<file path="src/rtl/counter_grid_pkg.sv">
// Shared types and helpers for the counter grid bank.
package counter_grid_pkg;

  // Auto-repeat states for the step generator
  typedef enum logic [1:0] {
    IDLE   = 2'd0,
    HOLD   = 2'd1,
    REPEAT = 2'd2
  } rpt_state_t;

  // Direction of a counter step
  typedef enum logic {
    DIR_INC = 1'b0,
    DIR_DEC = 1'b1
  } dir_t;

  // LSB position of cell i on the packed bus; cell 0 sits in the MSBs
  function automatic int cell_lsb(input int i, input int rows, input int cols,
                                  input int width);
    return (rows * cols - 1 - i) * width;
  endfunction

endpackage

</file>
<file path="src/rtl/counter_grid_bank_key_repeat.sv">
// Button edge detection plus hold-to-repeat step generator.
// A single press steps once; holding the button steps again after
// HOLD_CYCLES and then every REPEAT_CYCLES until release.
module key_repeat
  import counter_grid_pkg::*;
#(
  parameter int HOLD_CYCLES   = 50_000_000,
  parameter int REPEAT_CYCLES = 10_000_000
) (
  input  logic clk,
  input  logic reset,
  input  logic inc_btn,
  input  logic dec_btn,
  input  logic clr_btn,
  output logic step_en,
  output dir_t step_dir,
  output logic clr_en
);

  localparam int MAX_CYC = (HOLD_CYCLES > REPEAT_CYCLES) ? HOLD_CYCLES : REPEAT_CYCLES;
  localparam int TW      = $clog2(MAX_CYC);
  localparam logic [TW-1:0] HOLD_LAST   = TW'(HOLD_CYCLES - 1);
  localparam logic [TW-1:0] REPEAT_LAST = TW'(REPEAT_CYCLES - 1);

  logic          r_inc_q, r_dec_q, r_clr_q;
  rpt_state_t    r_state, w_state_nxt;
  dir_t          r_dir, w_dir_nxt, w_step_dir;
  logic [TW-1:0] r_timer, w_timer_nxt;
  logic          w_step;
  logic          w_inc_rise, w_dec_rise, w_clr_rise;
  logic          w_held, w_opp;

  assign w_inc_rise = inc_btn & ~r_inc_q;
  assign w_dec_rise = dec_btn & ~r_dec_q;
  assign w_clr_rise = clr_btn & ~r_clr_q;

  // Latched button still down, and the opposing button
  assign w_held = (r_dir == DIR_INC) ? inc_btn : dec_btn;
  assign w_opp  = (r_dir == DIR_INC) ? dec_btn : inc_btn;

  // Previous button samples; reset high so a button held through reset
  // needs a fresh press before it counts
  always_ff @(posedge clk) begin
    if (reset) begin
      r_inc_q <= 1'b1;
      r_dec_q <= 1'b1;
      r_clr_q <= 1'b1;
    end else begin
      r_inc_q <= inc_btn;
      r_dec_q <= dec_btn;
      r_clr_q <= clr_btn;
    end
  end

  // FSM state, latched direction and repeat timer
  always_ff @(posedge clk) begin
    if (reset) begin
      r_state <= IDLE;
      r_dir   <= DIR_INC;
      r_timer <= '0;
    end else begin
      r_state <= w_state_nxt;
      r_dir   <= w_dir_nxt;
      r_timer <= w_timer_nxt;
    end
  end

  // Next-state, timer and step decision; clear pre-empts any step
  always_comb begin
    w_state_nxt = r_state;
    w_dir_nxt   = r_dir;
    w_timer_nxt = r_timer;
    w_step      = 1'b0;
    w_step_dir  = r_dir;
    if (w_clr_rise) begin
      w_state_nxt = IDLE;
      w_timer_nxt = '0;
    end else begin
      case (r_state)
        IDLE: begin
          w_timer_nxt = '0;
          if (w_inc_rise && !dec_btn) begin
            w_step      = 1'b1;
            w_step_dir  = DIR_INC;
            w_dir_nxt   = DIR_INC;
            w_state_nxt = HOLD;
          end else if (w_dec_rise && !inc_btn) begin
            w_step      = 1'b1;
            w_step_dir  = DIR_DEC;
            w_dir_nxt   = DIR_DEC;
            w_state_nxt = HOLD;
          end
        end
        HOLD: begin
          if (!w_held || w_opp) begin
            w_state_nxt = IDLE;
            w_timer_nxt = '0;
          end else if (r_timer == HOLD_LAST) begin
            w_step      = 1'b1;
            w_timer_nxt = '0;
            w_state_nxt = REPEAT;
          end else begin
            w_timer_nxt = r_timer + 1'b1;
          end
        end
        REPEAT: begin
          if (!w_held || w_opp) begin
            w_state_nxt = IDLE;
            w_timer_nxt = '0;
          end else if (r_timer == REPEAT_LAST) begin
            w_step      = 1'b1;
            w_timer_nxt = '0;
          end else begin
            w_timer_nxt = r_timer + 1'b1;
          end
        end
        default: begin
          w_state_nxt = IDLE;
          w_timer_nxt = '0;
        end
      endcase
    end
  end

  assign step_en  = w_step;
  assign step_dir = w_step_dir;
  assign clr_en   = w_clr_rise;

endmodule

</file>
<file path="src/rtl/counter_grid_bank.sv">
// ROWS x COLS bank of WIDTH-bit counters driven by row/column switches
// and inc/dec/clr buttons, packed for the text display's data_raw input.
module counter_grid_bank
  import counter_grid_pkg::*;
#(
  parameter int          ROWS          = 4,
  parameter int          COLS          = 4,
  parameter int          WIDTH         = 16,
  parameter int unsigned MAX_VAL       = 2**WIDTH - 1,
  parameter bit          WRAP          = 1'b0,
  parameter int          HOLD_CYCLES   = 50_000_000,
  parameter int          REPEAT_CYCLES = 10_000_000
) (
  input  logic                        clk,
  input  logic                        reset,
  input  logic [ROWS-1:0]             row_sel,
  input  logic [COLS-1:0]             col_sel,
  input  logic                        inc_btn,
  input  logic                        dec_btn,
  input  logic                        clr_btn,
  output logic [ROWS*COLS*WIDTH-1:0]  data_raw,
  output logic                        step
);

  localparam int NCELL = ROWS * COLS;
  localparam logic [WIDTH-1:0] MAX_W = WIDTH'(MAX_VAL);

  logic w_step_en;
  dir_t w_step_dir;
  logic w_clr_en;
  logic r_step;

  // Saturating or wrapping +/-1 on one counter value
  function automatic logic [WIDTH-1:0] f_next(input logic [WIDTH-1:0] v, input dir_t d);
    if (d == DIR_INC) begin
      if (v == MAX_W) return WRAP ? '0 : MAX_W;
      else            return v + 1'b1;
    end else begin
      if (v == '0)    return WRAP ? MAX_W : '0;
      else            return v - 1'b1;
    end
  endfunction

  key_repeat #(
    .HOLD_CYCLES  (HOLD_CYCLES),
    .REPEAT_CYCLES(REPEAT_CYCLES)
  ) u_key_repeat (
    .clk     (clk),
    .reset   (reset),
    .inc_btn (inc_btn),
    .dec_btn (dec_btn),
    .clr_btn (clr_btn),
    .step_en (w_step_en),
    .step_dir(w_step_dir),
    .clr_en  (w_clr_en)
  );

  // One-cycle pulse after every edge that applied a step, selected or not
  always_ff @(posedge clk) begin
    if (reset) r_step <= 1'b0;
    else       r_step <= w_step_en;
  end

  assign step = r_step;

  for (genvar gi = 0; gi < NCELL; gi++) begin : g_cell
    localparam int R   = gi / COLS;
    localparam int C   = gi % COLS;
    localparam int LSB = cell_lsb(gi, ROWS, COLS, WIDTH);

    logic [WIDTH-1:0] r_cnt;
    logic             w_sel;

    assign w_sel = row_sel[R] & col_sel[C];

    // Counter update: clear wins over step, both gated by selection
    always_ff @(posedge clk) begin
      if (reset)                  r_cnt <= '0;
      else if (w_clr_en && w_sel) r_cnt <= '0;
      else if (w_step_en && w_sel) r_cnt <= f_next(r_cnt, w_step_dir);
    end

    assign data_raw[LSB +: WIDTH] = r_cnt;
  end

endmodule
</file>
<file path="config.mk">
export PLATFORM = sky130hd
export DESIGN_NAME = counter_grid_bank
export DESIGN_NICKNAME = d
export VERILOG_FILES = /design/src/rtl/counter_grid_pkg.sv /design/src/rtl/counter_grid_bank_key_repeat.sv /design/src/rtl/counter_grid_bank.sv
export SDC_FILE = /design/constraint.sdc
export NUM_CORES = 1
export LEC_CHECK = 0
export ABC_AREA = 0
export CAP_MARGIN = 10
export CORE_AREA = 2 2 262 264
export DETAILED_ROUTE_END_ITERATION = 6
export DIE_AREA = 0 0 264 266
export GPL_ROUTABILITY_DRIVEN = 1
export HOLD_SLACK_MARGIN = 0.12
export PLACE_DENSITY = 0.59
export SLEW_MARGIN = 10
export SYNTH_ARGS = -nofsm -noshare
export SYNTH_HDL_FRONTEND = slang
export SYNTH_SLANG_ARGS = --single-unit
</file>
<file path="constraint.sdc">
create_clock -name clk -period 8.4 [get_ports clk]
set_clock_uncertainty 0.1 [all_clocks]
set_input_delay 1.26 -clock clk [delete_from_list [all_inputs] [get_ports clk]]
set_output_delay 1.26 -clock clk [all_outputs]
set_load 0.03 [all_outputs]
</file>
# Word level (Yosys, flattened, before mapping)
# Index checks and enable logic that the tools add are counted.
[op_classes]
n_addsub = 33
n_eq_ne = 23
mux = 73
bitwise = 22
reduce_logical = 73
[op_table]
columns = ["op", "n"]
rows = [
  ["16-bit two-way mux", 48],
  ["16-bit by 1-bit adder with 16-bit output, second input constant", 16],
  ["16-bit equality test, second input constant", 16],
  ["16-bit logical NOT", 16],
  ["16-bit by 1-bit subtractor with 16-bit output, second input constant", 16],
  ["26-bit two-way mux", 4],
  ["26-bit one-hot mux with 2 select lines", 1],
  ["1-bit logical AND", 34],
  ["2-bit OR reduction", 17],
  ["26-bit by 1-bit adder with 26-bit output, second input constant", 1],
  ["26-bit by 24-bit equality test with 1-bit output, second input constant", 1],
  ["26-bit equality test, second input constant", 1],
  ["1-bit AND", 19],
  ["1-bit two-way mux", 13],
  ["2-bit two-way mux", 5],
  ["3-bit by 1-bit != test with 1-bit output, second input constant", 2],
  ["2-bit one-hot mux with 3 select lines", 1],
  ["1-bit logical NOT", 3],
  ["1-bit inverter", 3],
  ["1-bit one-hot mux with 3 select lines", 1],
  ["3-bit AND reduction", 1],
  ["2-bit by 1-bit equality test with 1-bit output, second input constant", 1],
  ["2-bit equality test, second input constant", 1],
  ["2-bit logical NOT", 1],
  ["other kinds (2)", 2],
]
[totals]
register_bits = 289
inputBits = 13
out_inout_bits = 257
wordCells = 247

# Depth between registers and ports, before layout
# Gate-level depths: netlist of the first run.
[logic_depth]
depth_word = 8
depth_mapped = 13
depth_no_buf = 9

# Hierarchy
# From an unflattened synthesis of the first run, not the netlist that was laid out.
[unflattened]
hier_cells = 3392
hier_area_um2 = 23528.8
[modules_own_cells]
columns = ["module", "instances", "cells_per_inst", "area_per_inst_um2", "seq_area_each_um2"]
rows = [
  ["counter_grid_bank", 1, 3205, 21873.5, 5144.9],
  ["key_repeat", 1, 187, 1655.3, 640.6],
]

# Worst setup path before layout of the first run
# No wires, ideal clock.
[synth_timing]
path_kind = "input port to flip-flop"
startpoint = "input dec_btn"
endpoint = "register g_cell[11].r_cnt[1]"
setup_ns = 0.129
t_arrival_ns = 3.303
required_ns = 8.171
setup_slack_ns = 4.869
cell_stages = 11
path_buffers = 4
path_cell_list = "buf_2 > nor3b_1 > o21ai_0 > or4_1 > buf_4 > nand3_2 > buf_6 > nand3_2 > buf_2 > a2111oi_4 > a211oi_1"
[synth_between]
elab_chain_cells = 7
word_cells_on_any_way = 20
cone_classes = "mux (13); bitwise (1); reduce/logical (6)"
[synth_lines]
columns = ["element", "line_no", "source"]
rows = [
  ["from (decl)", "counter_grid_bank.sv:19", "input logic dec_btn,"],
  ["1-bit AND / 1-bit two-way mux (equally long branches)", "counter_grid_bank_key_repeat.sv:34, counter_grid_bank_key_repeat.sv:38", ""],
  ["1-bit logical AND / 1-bit logical NOT (equally long branches)", "counter_grid_bank_key_repeat.sv:87, counter_grid_bank_key_repeat.sv:95, counter_grid_bank_key_repeat.sv:107", ""],
  ["1-bit two-way mux / 1-bit logical OR (equally long branches)", "counter_grid_bank_key_repeat.sv:87, counter_grid_bank_key_repeat.sv:95, counter_grid_bank_key_repeat.sv:107", ""],
  ["1-bit two-way mux (on tied branches)", "counter_grid_bank_key_repeat.sv:82, counter_grid_bank_key_repeat.sv:95, counter_grid_bank_key_repeat.sv:107", ""],
  ["1-bit one-hot mux with 3 select lines / 1-bit two-way mux (equally long branches)", "counter_grid_bank_key_repeat.sv:79", "case (r_state)"],
  ["1-bit two-way mux", "counter_grid_bank_key_repeat.sv:75", "if (w_clr_rise) begin"],
  ["1-bit logical AND / 16-bit two-way mux (equally long branches)", "counter_grid_bank.sv:80, counter_grid_bank.sv:35", ""],
  ["to (signal assigned)", "counter_grid_bank.sv:80", "else if (w_step_en && w_sel) r_cnt <= f_next(r_cnt, w_step_dir);"],
  ["to (decl)", "counter_grid_bank.sv:71", "logic [WIDTH-1:0] r_cnt;"],
]
# Parallel ways exist; a longest one is shown, timed or not.
# A chain may end at the register's enable or synchronous reset.

# Worst setup path in the final report of the first run
[layout_timing]
startpoint = "input clr_btn"
endpoint = "register g_cell[13].r_cnt[15]"
[layout_between]
elab_chain_cells = 3
word_cells_on_any_way = 7
cone_classes = "mux (3); bitwise (1); reduce/logical (3)"
[layout_lines]
columns = ["element", "line_no", "source"]
rows = [
  ["from (decl)", "counter_grid_bank.sv:20", "input logic clr_btn,"],
  ["1-bit AND *", "counter_grid_bank_key_repeat.sv:35", "assign w_clr_rise = clr_btn & ~r_clr_q;"],
  ["1-bit two-way mux / 1-bit logical AND (equally long branches)", "counter_grid_bank_key_repeat.sv:75, counter_grid_bank.sv:79", ""],
  ["16-bit two-way mux, or another cell as far along", "counter_grid_bank.sv:35", "if (d == DIR_INC) begin"],
  ["to (signal assigned)", "counter_grid_bank.sv:80", ""],
  ["to (decl)", "counter_grid_bank.sv:71", ""],
]
# Every way passes the cells marked *; elsewhere a longest branch is shown, timed or not.

==> results of run 1 <==
==> registers in the layout, summed over array words and instances (netlist names) <==
| signal | flops |
|---|---|
| g_cell.r_cnt | 256 |
| u_key_repeat.r_timer | 26 |
| u_key_repeat.r_state | 2 |
| step | 1 |
| u_key_repeat.r_clr_q | 1 |
| u_key_repeat.r_dec_q | 1 |
| u_key_repeat.r_dir | 1 |
| u_key_repeat.r_inc_q | 1 |
==> placed cells by master (no fill, tap or decap), types with 37 or more instances in the layout <==
cell type	instances
a21oi_1	310
and3_1	68
or3_1	47
a211oi_1	45
inv_1	78
clkbuf_16	41
a31oi_1	80
ha_1	53
nor3_1	182
clkdlybuf4s50_1	268
o22ai_1	38
nand3_1	161
o211ai_1	40
dfxtp_1	289
xnor2_1	37
nor2_1	363
nand2_1	303
nand4_1	70
o21ai_0	309
nor4_1	60
==> per-stage QoR <==
stage	hold WS (ns)	power [mW]	area (um2)
after floorplan	0.341	1.82	23400
after detailed placement	0.371	1.98	26300
after global routing	0.434	3.91	27700
after global placement	0.365	1.98	26300
after CTS	0.386	3.80	27700
final	0.382	3.75	27700
==> power groups by stage <==
| stage | Sequential (mW) | Clock, mW | Combinational, mW |
|---|---|---|---|
| final | 1.42 | 1.80 | 0.535 |
| after global routing | 1.43 | 1.89 | 0.587 |
| after CTS | 1.42 | 1.85 | 0.528 |
| after detailed placement | 1.45 | 0 | 0.526 |
| after global placement | 1.45 | 0 | 0.528 |
| after floorplan | 1.46 | 0 | 0.366 |
==> worst min-delay path by stage <==
stage | end | slack, ns | depth (start not counted)
global route | u_key_repeat.r_timer[24] | 0.43 | 2
CTS | u_key_repeat.r_timer[0] | 0.39 | 1
detailed placement | u_key_repeat.r_timer[0] | 0.37 | 1
finish | u_key_repeat.r_timer[0] | 0.38 | 1
floorplan | u_key_repeat.r_timer[0] | 0.34 | 1
global placement | u_key_repeat.r_timer[0] | 0.36 | 1
==> cells by family after synthesis <==
logic type / Yosys count / share of synthesized area [%]
simple gates: 1458 / 31.2
compound gates: 1152 / 31.7
buf+inv: 367 / 6.34
flops: 289 / 24.7
xor+xnor: 71 / 2.66
fa+ha+maj: 53 / 2.83
mux: 14 / 0.609
==> layout make-up <==
cell class	count	area (um2)	area share, %
inverter	78	293	1.06
timing repair buffer	297	2950	10.7
clock inverter	14	189	0.683
antenna	2	5.00	0.0181
multi-input combinational	2748	16200	58.5
tap	882	1100	3.99
sequential	289	5790	20.9
clock buffer	56	1150	4.16
==> worst max-delay path, stage by stage <==
cell and delay, ns:
clkdlybuf4s50_1 0.55, nor2b_4 0.83, o21ai_0 0.40, nand3_4 0.46
buf_12 0.42, nand2_1 0.40, o311ai_0 0.44, a21oi_1 0.11
a311oi_1 0.24
==> layer usage <==
layer | part of all wire, % | vias up
met1 | 45 | 12700
met2 | 45 | 1070
met4 | 2.5 | 2
li1 | - | 13000
met3 | 7.8 | 128
met5 | 0.015 | -
==> results.txt, run 1 <==
Status = completed
Hold Path Origin = u_key_repeat.r_timer[0]
Net Sw Power = 1.12 mW
GRT Util Overall = 23.0%
Final setup fails = 0
Crit. End Element = flip-flop
Worst EP arrival = 5.22 ns
Post-synth top cells = nor2_1, a21oi_1, o21ai_0
Avg Cell Area, Syn = 6.88 um2
Die H = 266 um
Core Area = 67700 um2
Setup bufs post-CTS = 0
Synthesis-to-finish area growth = 18.2%
Final Hold Viols = 0
First-pass GRT wire length = 135000 um
Required @ worst endpoint = 8.78 ns
Post-synth top flop = dfxtp_1
Routed WL per cell = 19.4 um
Maximum fanout along the worst path = 93
Setup_tns = 0 ns
First-pass iteration count of the detailed router = 6
Yosys warnings = 0
Post-synth EDFFs = 0
Vias = 26800
Startpoint Class = input port
Ports = 270
Initial antenna violation count = 2
Root cell of the clock tree = clkbuf_16
Sequential Power Share = 37.9%
Sw frac = 29.8%
Worst hold path type = reg -> reg
Worst slew pin tran = 1.23 ns
Largest net degree at the start of global routing = 144
Global routing met3 resource utilization = 3.99%
Peak supply drop = 95.6 uV
Pins Over Slew Limit = 0
Synthesized area = 23400 um2
Syn Nets = 3470
Comb power frac = 14.2%
Final period util = 57.5%
Worst r2r path cells = 8
Clk sink count = 289
Clock Path Buffers = 3
Die X = 264 um
Num rows = 96
Final cell count without fillers = 4366
H-Tree Level Count = 2
Iter 0 DRT Violations = 2746
Met2 Usage GRT = 35.8%
Post-CTS sizing = 0
CTS tree = built
Layout cells sized above 1 = 5.05%
# hold bufs at CTS = 0
Synth area leader = dfxtp_1
Grt total ovfl = 0
Vias/cell = 6.15
Post-Place Worst Slack = 3.06 ns
RR Startpoint = u_key_repeat.r_timer[0]
Num CTS Buffers = 40
Leak = 9.48 nW
GPL Wtd Cong = 0.918
Top cell type's share of synthesized area = 24.7%
Port Buffer Count = 269
Routed Antenna Nets = 0
Worst-case headroom to the max-slew limit = 17.0%
Clk network pwr share = 47.8%
Most numerous cell in the Yosys netlist = nor2_1
Die area = 70200 um2
Clk pin slew, worst setup/hold paths = 0.06 ns
Global routing's busiest layer = met2
Asr flop ratio synth = 0%
Max Cap Viol = 0
Vias in the first global route = 24000
Synth area leaders = dfxtp_1, a21oi_1, o21ai_0
Synth unique cells = 91
Power Internal = 2.64 mW
Register area share after synthesis = 24.7%
# DRC = 0
R2r endpoint = g_cell[7].r_cnt[2]
FF-to-FF setup slack = 4.53 ns
Met1 Usage GRT = 31.9%
Clock Latency Late Sink = 0.58 ns
Fillcell total = 7077
Placed Instances = 4294
Hpwl dp = 57000 um
Crit path launch = clr_btn
Setup ws final = 3.57 ns
Path type of the worst setup path = in -> reg
Power density over the cells = 136 nW/um2
Fin util = 40.8%
FMAX = 207 MHz
Total Wirelength = 84600 um
Final #Nets = 3520
Initial core utilization = 34.6%
#FFs+latches synth = 289
Cell count after synthesis = 3404
Final Critical Period = 4.83 ns
Critical Path Sink = g_cell[13].r_cnt[15]
RSZ-0062 raised after global routing = no
(Power assumes the default switching activity.)
==> run 2: changes to the inputs <==
- clock period: 8.4 -> 4.54 ns (I/O delays scaled with it)
==> run 2 against run 1 <==
Compared with the run above: largest cell class unchanged; flip-flop and latch count did not move; highest routed layer is now met4; clock power rose by 81%; register-to-register slack got worse by 3.4 ns; utilization rose by 0.41 points; largest power group unchanged.
==> results.txt, run 2 (same netlist as run 1, synthesis figures left out) <==
Worst path buffer plus inverter count = 1 (-1)
Pins Over Slew Limit = 0 (unchanged)
Path type of the worst setup path = in -> reg
Clock Latency Late Sink = 0.57 ns (about the same)
Total power = 6.92 mW (+84%)
Power density over the cells = 248 nW/um2 (+83%)
GRT Util Overall = 23.2% (+0.24 points)
Clk pin slew, worst setup/hold paths = 0.05 ns (about the same)
RSZ-0062 raised after global routing = no
Die H = 266 um (unchanged)
Hold depth = 1 (unchanged)
Initial antenna violation count = 2 (unchanged)
FF-to-FF setup slack = 1.13 ns (-3.40 ns)
H-Tree Level Count = 2 (unchanged)
# hold bufs at CTS = 0 (unchanged)
Sw frac = 29.6% (-0.16 points)
FMAX = 284 MHz
Most frequent cells in the layout = nor2_1, o21ai_0, a21oi_1
Setup_tns = 0 ns (unchanged)
Num rows = 96 (unchanged)
Routed WL per cell = 19.5 um (+0.50%)
Die X = 264 um (unchanged)
Max reg flops = 256 (unchanged)
Final #Nets = 3556 (+1.0%)
Vias in the first global route = 23900 (-0.44%)
Most common cell after layout, fill and taps aside = nor2_1
Root cell of the clock tree = clkbuf_16
Largest net degree at the start of global routing = 65 (-55%)
Sequential Power Share = 38.1% (+0.2 points)
CP top delay family = simple AND/OR/NAND/NOR gates
R2r endpoint = g_cell[7].r_cnt[2]
Layout cells sized above 1 = 5.88% (+0.83 points)
Worst hold path type = reg -> reg
RR Startpoint = u_key_repeat.r_timer[0]
Clk sink count = 289 (unchanged)
Post-CTS sizing = 0 (unchanged)
Final period util = 77.6%
Required @ worst endpoint = 4.88 ns (-3.90 ns)
Peak supply drop = 204 uV (+110%)
Final setup fails = 0 (unchanged)
Max Cap Viol = 0 (unchanged)
Worst EP arrival = 3.86 ns (-1.36 ns)
CP max stage cell = nand3_1
Power Internal = 4.87 mW (+85%)
Iter 0 DRT Violations = 2675 (-2.6%)
Hold Path Origin = u_key_repeat.r_timer[0]
WHS Endpoint = u_key_repeat.r_timer[0]
Initial core utilization = 34.6% (unchanged)
Vias/cell = 6.13 (-0.29%)
Worst r2r path cells = 8 (unchanged)
Vias = 27000 (+0.55%)
First-pass iteration count of the detailed router = 6 (unchanged)
Total Wirelength = 85700 um (+1.4%)
Die area = 70200 um2 (unchanged)
Status = completed
Crit. End Element = flip-flop
Startpoint Class = input port
CTS tree = built
# DRC = 0 (unchanged)
Net Sw Power = 2.05 mW (+83%)
CP cell instances = clkdlybuf4s50_1 -> and3b_1 -> o21ai_0 -> or4_1 -> nand3_2 -> nand3_1 -> a211oi_1 -> a2111oi_0
Synthesis-to-finish area growth = 19.4%
Final Hold Viols = 0 (unchanged)
Num CTS Buffers = 41 (+2.5%)
Final Critical Period = 3.52 ns
Grt total ovfl = 0 (unchanged)
Crit path launch = dec_btn
Ports = 270 (unchanged)
Routed Antenna Nets = 0 (unchanged)
Clock Path Buffers = 3 (unchanged)
Leak = 9.65 nW (+1.8%)
Worst-case headroom to the max-slew limit = 18.9% (+1.9 points)
Setup bufs post-CTS = 0 (unchanged)
Clk network pwr share = 47.2% (-0.6 points)
Hpwl dp = 58600 um (+2.9%)
Worst slew pin tran = 1.21 ns (-0.0231 ns)
Maximum fanout along the worst path = 12 (-87%)
First-pass GRT wire length = 136000 um (+0.55%)
Regs by FF count = g_cell.r_cnt: 256 flops, u_key_repeat.r_timer: 26 flops, u_key_repeat.r_state: 2 flops
Port Buffer Count = 269 (unchanged)
Core Area = 67700 um2 (unchanged)
Max incr delay on CP = 0.69 ns (-0.14 ns)
Biggest register = g_cell.r_cnt
GPL Wtd Cong = 0.906 (-1.3%)
Comb power frac = 14.8% (+0.6 points)
## run 2: worst register-to-register path: cells and delay by family (launching register included)
kind / cells / cell delay [ns]
adders and majority gates: 1 / 0.24
AOI/OAI and AO/OA: 1 / 0.50
DFF: 1 / 0.39
and+or+nand+nor: 6 / 2.08
## run 2: through the flow
step / cells / util (%) / setup WS, ns / hold slack (ns) / cell area [um2]
after detailed placement: 4329 / 39.3 / 0.470 / 0.369 / 26600
after global routing: 4402 / 41.2 / 0.830 / 0.430 / 27900
final: 4403 / 41.2 / 1.02 / 0.376 / 27900
after global placement: 4329 / 39.3 / 0.508 / 0.365 / 26600
after floorplan: 3404 / - / 1.59 / 0.341 / 23400
after CTS: 4400 / 41.2 / 1.08 / 0.381 / 27900
## run 2: power by group through the flow
stage	logic (mW)	registers (mW)	clock network, mW
2_1_floorplan	0.678	2.69	0
3_3_place_gp	1.01	2.69	0
3_5_place_dp	1.00	2.69	0
4_1_cts	1.01	2.63	3.37
5_1_grt	1.12	2.64	3.45
6_report	1.02	2.64	3.26
## run 2: worst max path at each step
stage | end | slack [ns] | depth (start not counted)
6_report | g_cell[9].r_cnt[6] | 1.02 | 8
5_1_grt | g_cell[7].r_cnt[2] | 0.83 | 8
3_5_place_dp | g_cell[7].r_cnt[2] | 0.47 | 8
2_1_floorplan | g_cell[11].r_cnt[1] | 1.59 | 11
4_1_cts | g_cell[7].r_cnt[2] | 1.08 | 8
3_3_place_gp | g_cell[7].r_cnt[2] | 0.51 | 8
## run 2: final cells by class
| cell class | count | area, um2 |
|---|---|---|
| fillers | 7160 | 39800 |
| multi-input cells | 2748 | 16200 |
| flip-flops and latches | 289 | 5790 |
| repair buffers | 332 | 3240 |
| clock buffers | 64 | 1230 |
| well taps | 882 | 1100 |
| inverters | 78 | 293 |
| clock inverters | 7 | 92.6 |
| diodes | 3 | 7.51 |
## run 2: per-layer routing
metal	vias up	GRT usage (%)	part of all wire [%]
met3	140	3.53	7.0
met4	0	8.09	2.8
met5	-	0	0
met2	1039	35.8	44
met1	12800	32.8	46
li1	13000	-	-
